## config.mk

```make
export PLATFORM = sky130hd
export DESIGN_NAME = mem_arbiter
export DESIGN_NICKNAME = d
export VERILOG_FILES = /design/src/rtl/mem_arbiter.sv
export SDC_FILE = /design/constraint.sdc
export NUM_CORES = 1
export LEC_CHECK = 0
export CORE_AREA = 5 5 166 168
export CTS_CLUSTER_SIZE = 12
export DETAILED_ROUTE_END_ITERATION = 7
export DIE_AREA = 0 0 171 173
export PLACE_DENSITY = 0.78
export SLEW_MARGIN = 15
export SYNTH_ARGS = -nofsm -noshare
export SYNTH_HDL_FRONTEND = slang
export SYNTH_SLANG_ARGS = --single-unit
export TNS_END_PERCENT = 1
```

## constraint.sdc

```tcl
create_clock -name clk -period 12.6 [get_ports clk]
set_input_delay 2.52 -clock clk [delete_from_list [all_inputs] [get_ports clk]]
set_output_delay 2.52 -clock clk [all_outputs]
set_load 0.05 [all_outputs]
```

## src/rtl/mem_arbiter.sv

```systemverilog
`default_nettype none
// ============================================================================
// Module   : mem_arbiter
// Brief    : Two-port (CPU / I/O) round-robin memory arbiter with RMW lock.
//            Optional WAIT timeout enabled by defining ARB_TIMEOUT_EN.
// Revision : 1.0 - initial release
// ============================================================================
module mem_arbiter #(
   parameter int AW  = 20,
   parameter int TMO = 255
) (
   input  logic          clk,
   input  logic          reset,
   input  logic          c_req,
   input  logic          i_req,
   input  logic          c_we,
   input  logic          i_we,
   input  logic          c_lock,
   input  logic          i_lock,
   input  logic [AW-1:0] c_addr,
   input  logic [AW-1:0] i_addr,
   input  logic [63:0]   c_wdata,
   input  logic [63:0]   i_wdata,
   input  logic [7:0]    c_wtag,
   input  logic [7:0]    i_wtag,
   output logic          c_ack,
   output logic          i_ack,
   output logic [63:0]   rdata,
   output logic [7:0]    rtag,
   output logic          err,
   output logic          m_astb,
   output logic          m_rd,
   output logic          m_wr,
   output logic [AW-1:0] m_addr,
   output logic [63:0]   m_wdata,
   output logic [7:0]    m_wtag,
   input  logic [63:0]   m_rdata,
   input  logic [7:0]    m_rtag,
   input  logic          m_ready,
   output logic          m_atomic
);

   typedef enum logic [1:0] {
      IDLE = 2'd0,
      ADDR = 2'd1,
      WAIT = 2'd2,
      DONE = 2'd3
   } state_t;

   generate
      if (TMO < 1 || TMO > 255) begin : g_tmo_range_err
         $error("mem_arbiter: TMO must be within 1..255");
      end
   endgenerate

   state_t r_state;
   logic   r_last;        // port served last: 0 = CPU, 1 = I/O
   logic   r_owner;
   logic   r_lock_held;
   logic   r_cur_port;
   logic   r_cur_we;
   logic   r_cur_lock;

   logic   w_grant;
   logic   w_win;
   logic   w_drop_lock;
   logic   w_owner_req;
   logic   w_sel_we;
   logic   w_sel_lock;

`ifdef ARB_TIMEOUT_EN
   localparam logic [7:0] C_TMO = 8'(TMO);
   logic [7:0] r_tmo_cnt;
   logic       r_err;
   assign err = r_err;
`else
   assign err = 1'b0;
`endif

   assign w_owner_req = r_owner ? i_req : c_req;
   assign w_sel_we    = w_win ? i_we   : c_we;
   assign w_sel_lock  = w_win ? i_lock : c_lock;

   always_comb begin
      w_grant     = 1'b0;
      w_win       = 1'b0;
      w_drop_lock = 1'b0;
      if (r_lock_held) begin
         if (w_owner_req) begin
            w_grant = 1'b1;
            w_win   = r_owner;
         end else begin
            w_drop_lock = 1'b1;
         end
      end else if (c_req && i_req) begin
         w_grant = 1'b1;
         w_win   = ~r_last;
      end else if (c_req || i_req) begin
         w_grant = 1'b1;
         w_win   = i_req;
      end
   end

   always_ff @(posedge clk or posedge reset) begin
      if (reset) begin
         r_state     <= IDLE;
         r_last      <= 1'b1;
         r_owner     <= 1'b0;
         r_lock_held <= 1'b0;
         r_cur_port  <= 1'b0;
         r_cur_we    <= 1'b0;
         r_cur_lock  <= 1'b0;
         c_ack       <= 1'b0;
         i_ack       <= 1'b0;
         rdata       <= '0;
         rtag        <= '0;
         m_astb      <= 1'b0;
         m_rd        <= 1'b0;
         m_wr        <= 1'b0;
         m_addr      <= '0;
         m_wdata     <= '0;
         m_wtag      <= '0;
         m_atomic    <= 1'b0;
`ifdef ARB_TIMEOUT_EN
         r_tmo_cnt   <= '0;
         r_err       <= 1'b0;
`endif
      end else begin
         c_ack  <= 1'b0;
         i_ack  <= 1'b0;
         m_astb <= 1'b0;
         case (r_state)
            IDLE: begin
               if (w_drop_lock) begin
                  r_lock_held <= 1'b0;
                  m_atomic    <= 1'b0;
               end else if (w_grant) begin
                  r_cur_port <= w_win;
                  r_cur_we   <= w_sel_we;
                  r_cur_lock <= w_sel_lock;
                  r_last     <= w_win;
                  m_addr     <= w_win ? i_addr  : c_addr;
                  m_wdata    <= w_win ? i_wdata : c_wdata;
                  m_wtag     <= w_win ? i_wtag  : c_wtag;
                  m_astb     <= 1'b1;
                  m_rd       <= ~w_sel_we;
                  m_wr       <= w_sel_we;
                  if (w_sel_lock) begin
                     r_lock_held <= 1'b1;
                     r_owner     <= w_win;
                     m_atomic    <= 1'b1;
                  end
                  r_state <= ADDR;
               end
            end
            ADDR: begin
`ifdef ARB_TIMEOUT_EN
               r_tmo_cnt <= '0;
`endif
               r_state <= WAIT;
            end
            WAIT: begin
               if (m_ready) begin
                  m_rd    <= 1'b0;
                  m_wr    <= 1'b0;
                  rdata   <= r_cur_we ? 64'd0 : m_rdata;
                  rtag    <= r_cur_we ? 8'd0  : m_rtag;
                  c_ack   <= ~r_cur_port;
                  i_ack   <= r_cur_port;
                  r_state <= DONE;
               end
`ifdef ARB_TIMEOUT_EN
               else if (r_tmo_cnt + 8'd1 == C_TMO) begin
                  // Abandon the access: report error and release any lock.
                  m_rd        <= 1'b0;
                  m_wr        <= 1'b0;
                  rdata       <= '0;
                  rtag        <= '0;
                  r_err       <= 1'b1;
                  r_lock_held <= 1'b0;
                  m_atomic    <= 1'b0;
                  c_ack       <= ~r_cur_port;
                  i_ack       <= r_cur_port;
                  r_state     <= DONE;
               end else begin
                  r_tmo_cnt <= r_tmo_cnt + 8'd1;
               end
`endif
            end
            DONE: begin
`ifdef ARB_TIMEOUT_EN
               r_err <= 1'b0;
`endif
               // The first unlocked access by the owner ends the atomic window.
               if (!r_cur_lock) begin
                  r_lock_held <= 1'b0;
                  m_atomic    <= 1'b0;
               end
               r_state <= IDLE;
            end
            default: r_state <= IDLE;
         endcase
      end
   end

endmodule
`default_nettype wire

```

**Yosys cells after proc, flatten, opt, wreduce, memory -nomap -nowiden**

Index checks and enable logic that the tools add are counted.

- Input port bits: 265
- Output and inout bits: 171
- Register bits: 177

- Equality and inequality tests: 9
- Reductions and logical operators: 11
- Bitwise logic cells: 4
- Multiplexer cells: 41

Operator list:

| cell | number |
|---|---|
| 2-to-1 mux 64 bit | 2 |
| 2-to-1 mux 1 bit | 29 |
| 2-to-1 mux 20 bit | 1 |
| 2-to-1 mux 8 bit | 2 |
| AND reduction 4 bit | 3 |
| inequality test 2 bit (second input constant) | 4 |
| case mux 2 bit (4 select lines) | 1 |
| 2-to-1 mux 2 bit | 3 |
| inequality test 3 bit (second input constant) | 2 |
| case mux 1 bit (2 select lines) | 3 |
| AND reduction 3 bit | 2 |
| equality test 2 bit (second input constant) | 2 |
| inverter 1 bit | 4 |
| nonzero test 2 bit | 2 |
| equality test 2 x 1 -> 1 bit (second input constant) | 1 |
| zero test 2 bit | 1 |
| AND reduction 2 bit | 1 |
| logical AND 1 bit | 1 |
| logical OR 1 bit | 1 |

**Depth between registers and ports, before layout**

Gate-level depths: netlist of the first run.

- Depth after elaboration: 9
- Mapped depth: 9
- Depth with buffers taken out: 6

**Worst setup path before layout of the first run**

No wires, ideal clock.

- Kind: in2reg
- From: in i_req
- To: reg r_state[1]
- Buffers on the path: 1
- Path slack: 8927 ps
- Stages on the path: 5
- Library setup time: 125 ps
- Arrival: 3549 ps
- Path through: buf_2 and3b_1 a22o_1 a21oi_1 mux2_2

- Word-level cells in the longest chain between the ends: 6

RTL lines:

| item | line | text |
|---|---|---|
| from (decl) | 15 | `input logic i_req,` |
| logical OR 1 bit | 98 | `end else if (c_req \|\| i_req) begin` |
| 2-to-1 mux 1 bit | 98 |  |
| 2-to-1 mux 1 bit | 95 | `end else if (c_req && i_req) begin` |
| 2-to-1 mux 1 bit | 88 | `if (r_lock_held) begin` |
| inequality test 2 bit (no line) | - |  |
| AND reduction 3 bit (no line) (*) | - |  |
| to (signal assigned) | 106 | `r_state <= IDLE;` |
| to (signal assigned) | 153 | `r_state <= ADDR;` |
| to (signal assigned) | 160 | `r_state <= WAIT;` |
| to (decl) | 56 | `state_t r_state;` |

Every way passes the cells marked *; elsewhere a longest branch is shown, timed or not.
A chain may end at the register's enable or synchronous reset.

**Final worst setup path of the first run**

- From: in c_req
- To: reg m_addr[13]

- Word-level cells in the longest chain between the ends: 5

RTL lines:

| item | line | text |
|---|---|---|
| from (decl) | 14 | `input logic c_req,` |
| logical OR 1 bit or 2-to-1 mux 1 bit (tied branches) | 98, 80 |  |
| 2-to-1 mux 1 bit, on equally long branches | 98, 89 |  |
| 2-to-1 mux 1 bit, on equally long branches | 95, 88 |  |
| 2-to-1 mux 1 bit or inverter 1 bit (tied branches) | - |  |
| AND reduction 3 bit (no line) or 2-to-1 mux 20 bit (tied branches) | - |  |
| to (signal assigned) | 142 | `m_addr <= w_win ? i_addr : c_addr;` |
| to (decl) | 34 | `output logic [AW-1:0] m_addr,` |

Several ways; a longest one is shown, not always the timed one.

==> metrics.cfg, run 1 <==
[run_status]
status = finished, final reports clean

[clock_tree]
post_cts_buffers = 0
htreeDepth = 4
insertion_delay_ns = 0.42
cts_hold_buf = 0
cts_buffers = 17
clkTransAtPathRegs_ns = 0.07
clockBufferDepth = 2
clkSinkCount = 177
cts_root_buf = clkbuf_16
cts_tree = yes
cts.repair.resized = 0

[die]
die_area_mm2 = 0.02958
design.core.area_mm2 = 0.02576
start_util = 0.3145
num_rows = 59
die_h_um = 173
die_x_um = 171
pin_count = 436

[timing]
report.final.slew_viol_count = 0
finalSetupViolCount = 0
setup_tns_ns = 0
hold_viol_final = 0
tightest_slew_ns = 1.086
slew-limit-headroom = 0.2741
fin_skew_ns = 0.01426
fin_crit_ns = 4.907
rsz0062_at_grt = false
finalCritPeriodShare = 0.3895
fmax_mhz = 203.8

[logic_synthesis]
async_flop_share = 1.000
avgSynthCellArea_um2 = 10.24
synth_edf_count = 0
synth_largest_area_cell = dfrtp_1
synth.distinct_cells = 41
ys_ff_latch = 177
yosysMostFrequentCell = o21ai_0
synth_area_mm2 = 0.008103
yosysWarnings = 0
synth_top_area_share = 0.5435
yosys_most_used_dff = dfrtp_1
postSynthCellCount = 791
synth_seq_area_share = 0.5468
syn_nets = 1059
synth_area_leaders = dfrtp_1 54%, o21ai_0 13%, mux2i_1 12%
netlist_top_cells_count = 214 x o21ai_0, 176 x dfrtp_1, 94 x mux2i_1, 77 x nand2_1, 72 x nand2b_1

[route]
vias_per_cell = 4.772
routed_wl_um = 27230
drtIter0Drc = 367
route.detailed.drc = 0
antenna_left = 0
drtPass1Iterations = 4
vias = 7316
wire_per_inst_um = 17.76

[global_routing]
grt_use_total = 0.1757
overflow = 0
grt_max_degree = 139
grt_pass1_wl_um = 41710
first_global_vias = 7408
antenna_found_initial = 2

[critical_path]
rr_endpoint = m_addr[13]
cp.required_ns = 12.86
cp_slowest_cell = buf_4
cp_slowest_stage_delay_ns = 0.81
start_kind = input pin
path_class = input pin to register
rr_worst_depth = 5
ff2ff_setup_slack_ns = 9.81
endpoint_kind = register
path_max_fanout = 51
crit_chain = clkdlybuf4s50_1 -> nand3b_1 -> nand3_4 -> buf_4 -> mux2i_1 -> o21ai_0
arrival_ns = 5.16
r2r_start = r_lock_held

[place]
gp_congestion = 0.7803
io_buffers = 434
post_dp_cell_area_mm2 = 0.01259
hpwl_um = 20160

[min_path]
holdCritStartpoint = r_cur_port
whs_endpoint = c_ack
hp-class = register to register
whs_path_depth = 1

[run]
max_cap_violations = 0

[final_layout]
final_nets = 1451
final_area_mm2 = 0.01320
drive_above_1_share = 0.04431
area_delta_synth_final_pct = 62.86

[pwr]
power_density_mw_per_mm2 = 266.4
power_mw = 3.516
max-vdd-ir-drop_mv = 0.1309
leakage_nw = 5.698

==> through the flow <==
stage          setup slack [ns]  hold slack, ns  cells  utilization
6_report                  7.693          0.4578   1533       0.5122
5_1_grt                   7.515          0.4728   1533       0.5122
4_1_cts                   7.669          0.4555   1531       0.5119
3_5_place_dp              7.202          0.4444   1499       0.4889
3_3_place_gp              7.324          0.4335   1499       0.4889
2_1_floorplan             5.280          0.4119    791            -
==> sequential cells by signal, indices dropped and copies added, names as in the netlist, 2 cells and up <==
register  cells
m_addr       20
m_wdata      64
m_wtag        8
rtag          8
rdata        64
r_state       2
==> layer usage <==
metal  GRT usage  wire, µm  vias to the layer above  part of all wire
met2      0.3042     14080                      278              0.52
met3     0.04932      2151                       29             0.079
met1      0.2107     10390                     3485              0.38
li1            -         -                     3524                 -
met4     0.05513       605                        0             0.022
met5           0         0                        -                 0
==> kinds of logic (layout without fill, tap and decap cells) <==
kind of cell,Yosys count,after routing,share of synthesized area
flip-flops,177,177,0.5468
AND/OR/NAND/NOR,162,162,0.1028
buffers and inverters,74,479,0.04648
other,1,3,0.0004628
adder cells (fa/ha/maj),3,3,0.004633
AO/OA/AOI/OAI,276,276,0.1767
multiplexers,98,98,0.1221
==> worst max path at each step <==
stage | from | to
after floorplan | reset | c_ack
after global placement | c_req | m_wdata[55]
after detailed placement | c_req | m_wdata[55]
after CTS | c_req | m_wdata[62]
after global routing | c_req | m_addr[13]
final | c_req | m_addr[13]
==> worst max-delay path: cells and delay by family <==
family,cells,cell delay (ns)
buffers and inverters,2,1.38
multiplexers,1,0.27
AO/OA/AOI/OAI,1,0.10
AND/OR/NAND/NOR,2,0.85
==> cells in the final DEF, fill, tap and decap left out, types with 3 or more instances in the layout <==
cell type / count
nand2b_1: 72
ha_1: 3
a21o_1: 3
nand2_1: 75
buf_4: 6
dfrtp_1: 176
clkinv_4: 3
inv_8: 3
o21ai_0: 214
mux2i_1: 94
inv_6: 5
clkdlybuf4s50_1: 434
inv_1: 4
o21ai_1: 47
clkbuf_16: 17
==> report_power, final <==
group	switching, mW	internal (mW)	total, mW
logic	1.35	0.685	2.04
registers	0.128	0.815	0.942
clock network	0.254	0.283	0.538
total	1.73	1.78	3.52
==> area by class of cell <==
| class | instances | area, µm² |
|---|---|---|
| fill | 2396 | 12570 |
| sequential | 177 | 4431 |
| timing repair buffer | 441 | 4400 |
| multi-input combinational | 540 | 3321 |
| clock buffer | 17 | 425.4 |
| tap | 335 | 419.2 |
| clock inverter | 15 | 167.7 |
| inverter | 6 | 27.53 |
| antenna | 2 | 5.005 |
Note: power is estimated with default switching activity, not from simulation.
==> run 2, diff against run 1 <==
--- a/config.mk
+++ b/config.mk
@@ -9,7 +9,7 @@
 export CTS_CLUSTER_SIZE = 12
 export DETAILED_ROUTE_END_ITERATION = 7
 export DIE_AREA = 0 0 171 173
-export PLACE_DENSITY = 0.78
+export PLACE_DENSITY = 0.8
 export SLEW_MARGIN = 15
 export SYNTH_ARGS = -nofsm -noshare
 export SYNTH_HDL_FRONTEND = slang
==> constraint.sdc (replaced) <==
create_clock -name clk -period 3.95 [get_ports clk]
set_input_delay 0.79 -clock clk [delete_from_list [all_inputs] [get_ports clk]]
set_output_delay 0.79 -clock clk [all_outputs]
set_load 0.05 [all_outputs]
==> run 2 against run 1 <==
  * Critical path type is now register to primary output
  * Hold slack lost 0.012 ns
  * Clock skew grew 0.0012 ns
  * Cell area grew 1.2%
  * Clock power grew to 3.2 times the previous value
==> metrics.cfg, run 2 (same netlist as run 1, synthesis figures left out) <==
[run_status]
status = finished, final reports clean

[final_layout]
drive_above_1_share = 0.05066
final_nets = 1459
area_delta_synth_final_pct = 64.82
final_cell_mix = 434 x clkdlybuf4s50_1, 214 x o21ai_0, 176 x dfrtp_1, 94 x mux2i_1, 75 x nand2_1
n_antenna_cell = 0
instances_no_fill = 1539
final_common_cell = clkdlybuf4s50_1
reg_top3 = m_wdata: 64 flops, rdata: 64 flops, m_addr: 20 flops
utilization = 0.5184

[pwr]
max-vdd-ir-drop_mv = 0.4306
power_density_mw_per_mm2 = 843.2
leakage_nw = 5.766

[critical_path]
path_class = register to primary output
start_kind = register
cp_slowest_cell = clkdlybuf4s50_1
endpoint_kind = primary output
cp_slowest_stage_delay_ns = 0.90
cp_top_family = buffers and inverters
path_buf_inv = 1
cp.required_ns = 3.16
path_max_fanout = 7
crit_chain = clkdlybuf4s50_1
arrival_ns = 1.80

[clock_tree]
cts_buffers = 17
clkSinkCount = 177
clkTransAtPathRegs_ns = 0.07
cts_hold_buf = 0
cts_root_buf = clkbuf_16
post_cts_buffers = 0
clockBufferDepth = 2
htreeDepth = 4
insertion_delay_ns = 0.42
cts_tree = yes
cts.repair.resized = 0

[timing]
slew-limit-headroom = 0.3754
timing.hold.ws_ns = 0.4458
hold_viol_final = 0
tightest_slew_ns = 0.9349
rsz0062_at_grt = false
finalSetupViolCount = 0
fin_skew_ns = 0.01550
fin_ws_ns = 1.357
finalCritPeriodShare = 0.6563
setup_tns_ns = 0
report.final.slew_viol_count = 0
fin_crit_ns = 2.593
fmax_mhz = 385.7

[global_routing]
grt_max_degree = 74
first_global_vias = 7653
grt_use_total = 0.1723
grt_pass1_wl_um = 41070
overflow = 0
antenna_found_initial = 1

[die]
pin_count = 436
design.core.area_mm2 = 0.02576
die_x_um = 171
die_h_um = 173
num_rows = 59
start_util = 0.3145
die_area_mm2 = 0.02958

[route]
vias_per_cell = 4.783
routed_wl_um = 26640
drtPass1Iterations = 5
antenna_left = 0
wire_per_inst_um = 17.31
drtIter0Drc = 437
route.detailed.drc = 0
vias = 7361

[place]
post-place-ws_ns = 0.9762
dpl.cell_count = 1507
io_buffers = 434
hpwl_um = 20370
gp_congestion = 0.7915

[min_path]
hp-class = register to register

[run]
max_cap_violations = 0

-- run 2: cell count changes in the layout (fill, tap and decap cells not counted), sizes merged --
cell,previous run,this run
clkinv,7,3
clkinvlp,0,3
diode,2,0
buf,7,15
clkbuf,17,18
-- run 2: through the flow --
stage               power [mW]  instance area (µm²)
finish                   11.26                13360
global route             11.90                13360
CTS                      11.41                13360
detailed placement       9.652                12750
global placement         9.520                12750
floorplan                7.278                 8107
-- run 2: cell type report --
class | instances | area, µm²
Inverter | 6 | 26.28
Multi-Input combinational cell | 540 | 3321
Fill cell | 2303 | 12410
Timing Repair Buffer | 449 | 4557
Clock buffer | 18 | 439.2
Clock inverter | 14 | 162.7
Tap cell | 335 | 419.2
Sequential cell | 177 | 4431
-- run 2: power breakdown --
group	total [mW]	switching, mW	leakage, nW	internal, mW
combinational	6.56	4.32	3.23	2.24
sequential	2.99	0.392	2.24	2.60
clock	1.71	0.789	0.291	0.922
total	11.3	5.50	5.77	5.76
-- run 2: metal layers --
metal	GRT usage	vias to the layer above	routed length (µm)
li1	-	3535	-
met1	0.1964	3496	10080
met2	0.3055	289	13430
met3	0.05388	39	2434
met4	0.05513	2	692
met5	0	-	13
-- run 2: worst paths after layout --
check                            start          to  slack [ns]  depth (start not counted)
setup / recovery           r_lock_held    m_atomic        1.36                          1
hold / removal              r_cur_port       c_ack        0.45                          1
setup reg to reg            r_state[0]   rdata[56]        1.68                          5
hold reg to reg             r_cur_port       c_ack        0.45                          1
max in group asynchronous        reset      r_last        2.20                          3
min in group asynchronous        reset  m_wdata[8]        0.92                          2
==> run 3, diff against run 2 <==
--- a/config.mk
+++ b/config.mk
@@ -5,11 +5,11 @@
 export SDC_FILE = /design/constraint.sdc
 export NUM_CORES = 1
 export LEC_CHECK = 0
-export CORE_AREA = 5 5 166 168
+export CORE_AREA = 5 5 167 169
 export CTS_CLUSTER_SIZE = 12
 export DETAILED_ROUTE_END_ITERATION = 7
-export DIE_AREA = 0 0 171 173
-export PLACE_DENSITY = 0.8
+export DIE_AREA = 0 0 172 174
+export PLACE_DENSITY = 0.77
 export SLEW_MARGIN = 15
 export SYNTH_ARGS = -nofsm -noshare
 export SYNTH_HDL_FRONTEND = slang
==> constraint.sdc (replaced) <==
create_clock -name clk -period 2.45 [get_ports clk]
set_input_delay 0.49 -clock clk [delete_from_list [all_inputs] [get_ports clk]]
set_output_delay 0.49 -clock clk [all_outputs]
set_load 0.05 [all_outputs]
==> run 3 against run 2 <==
  * Setup slack worse by 1.2 ns
  * Combinational power up 63%
  * Sequential power up 61%
  * Critical path type unchanged
  * Largest cell class unchanged
  * Largest power group unchanged
==> metrics.cfg, run 3 (same netlist as run 1, synthesis figures left out) <==
[final_layout]
final_area_mm2 = 0.01343
final_cell_mix = 434 x clkdlybuf4s50_1, 214 x o21ai_0, 176 x dfrtp_1, 94 x mux2i_1, 75 x nand2_1
drive_above_1_share = 0.05693
reg_top3 = m_wdata: 64 flops, rdata: 64 flops, m_addr: 20 flops
n_antenna_cell = 0
area_delta_synth_final_pct = 65.73
final_nets = 1468
final_common_cell = clkdlybuf4s50_1

[timing]
report.final.slew_viol_count = 0
fmax_mhz = 436.6
hold_viol_final = 0
rsz0062_at_grt = false
tightest_slew_ns = 0.6130
finalCritPeriodShare = 0.9349
setup_tns_ns = 0
fin_skew_ns = 0.01068
slew-limit-headroom = 0.5900
fin_crit_ns = 2.290
finalSetupViolCount = 0

[die]
start_util = 0.3066
die_area_mm2 = 0.02993
num_rows = 60
design.core.area_mm2 = 0.02643
pin_count = 436
die_x_um = 172
die_h_um = 174

[clock_tree]
cts_tree = yes
post_cts_buffers = 0
clkTransAtPathRegs_ns = 0.07
htreeDepth = 4
clockBufferDepth = 2
cts_hold_buf = 0
cts.repair.resized = 0
insertion_delay_ns = 0.42
cts_buffers = 17
clkSinkCount = 177
cts_root_buf = clkbuf_16

[route]
routed_wl_um = 27130
antenna_left = 0
drtPass1Iterations = 5
wire_per_inst_um = 17.47
vias = 7348
drtIter0Drc = 401
vias_per_cell = 4.731
route.detailed.drc = 0

[place]
io_buffers = 434
post_dp_cell_area_mm2 = 0.01284
gp_congestion = 0.8017
hpwl_um = 20830

[critical_path]
start_kind = register
ff2ff_setup_slack_ns = 0.65
path_max_fanout = 7
cp.required_ns = 1.96
rr_worst_depth = 5
rr_endpoint = m_wtag[3]
path_class = register to primary output
arrival_ns = 1.80
endpoint_kind = primary output
path_buf_inv = 1
crit_chain = clkdlybuf4s50_1
critPathLaunch = r_lock_held
r2r_start = r_lock_held
cp_slowest_cell = clkdlybuf4s50_1
cp_top_family = buffers and inverters
cp_slowest_stage_delay_ns = 0.90

[run]
max_cap_violations = 0

[min_path]
hp-class = input pin to asynchronous set/reset pin

[run_status]
status = finished, final reports clean

[global_routing]
first_global_vias = 7618
grt_max_degree = 92
overflow = 0
antenna_found_initial = 0
grt_pass1_wl_um = 41550
grt_use_total = 0.1746

[pwr]
leakage_nw = 5.811
max-vdd-ir-drop_mv = 0.6388
power_density_mw_per_mm2 = 1359

## run 3: how the worst max path moves through the flow
stage,to,slack (ns),depth (start not counted)
floorplan,c_ack,-0.31,1
global placement,r_state[1],0.20,5
detailed placement,r_state[1],0.18,5
CTS,m_atomic,0.12,1
global route,m_atomic,0.08,1
finish,m_atomic,0.16,1
## run 3: metrics by stage
stage / worst slack [ns] / hold slack [ns] / util / total power [mW] / instances
floorplan: -0.3058 / 0.4119 / - / 11.73 / 791
detailed placement: 0.1807 / 0.4694 / 0.4859 / 15.65 / 1522
CTS: 0.1214 / 0.4204 / 0.5082 / 18.46 / 1553
global placement: 0.2000 / 0.4607 / 0.4859 / 15.44 / 1522
global route: 0.07520 / 0.4293 / 0.5082 / 19.28 / 1553
finish: 0.1595 / 0.4321 / 0.5082 / 18.26 / 1553
## run 3: per-layer routing
layer	vias to the layer above	GRT usage	part of all wire
met5	-	0	0
met3	29	0.04867	0.086
met1	3471	0.2053	0.39
met4	0	0.05241	0.020
li1	3554	-	-
met2	294	0.3078	0.51
## run 3: area by class of cell
type	instances	area, µm²
Fill cell	2440	13000
Timing Repair Buffer	458	4637
Sequential cell	177	4431
Multi-Input combinational cell	540	3321
Tap cell	341	426.7
Clock buffer	17	425.4
Clock inverter	14	162.7
Inverter	6	26.28
## run 3: report_power, final
part           internal (mW)  switching [mW]  total [mW]
Combinational           3.69            6.99        10.7
Sequential              4.19           0.632        4.82
Clock                   1.46            1.30        2.76
Total                   9.33            8.93        18.3
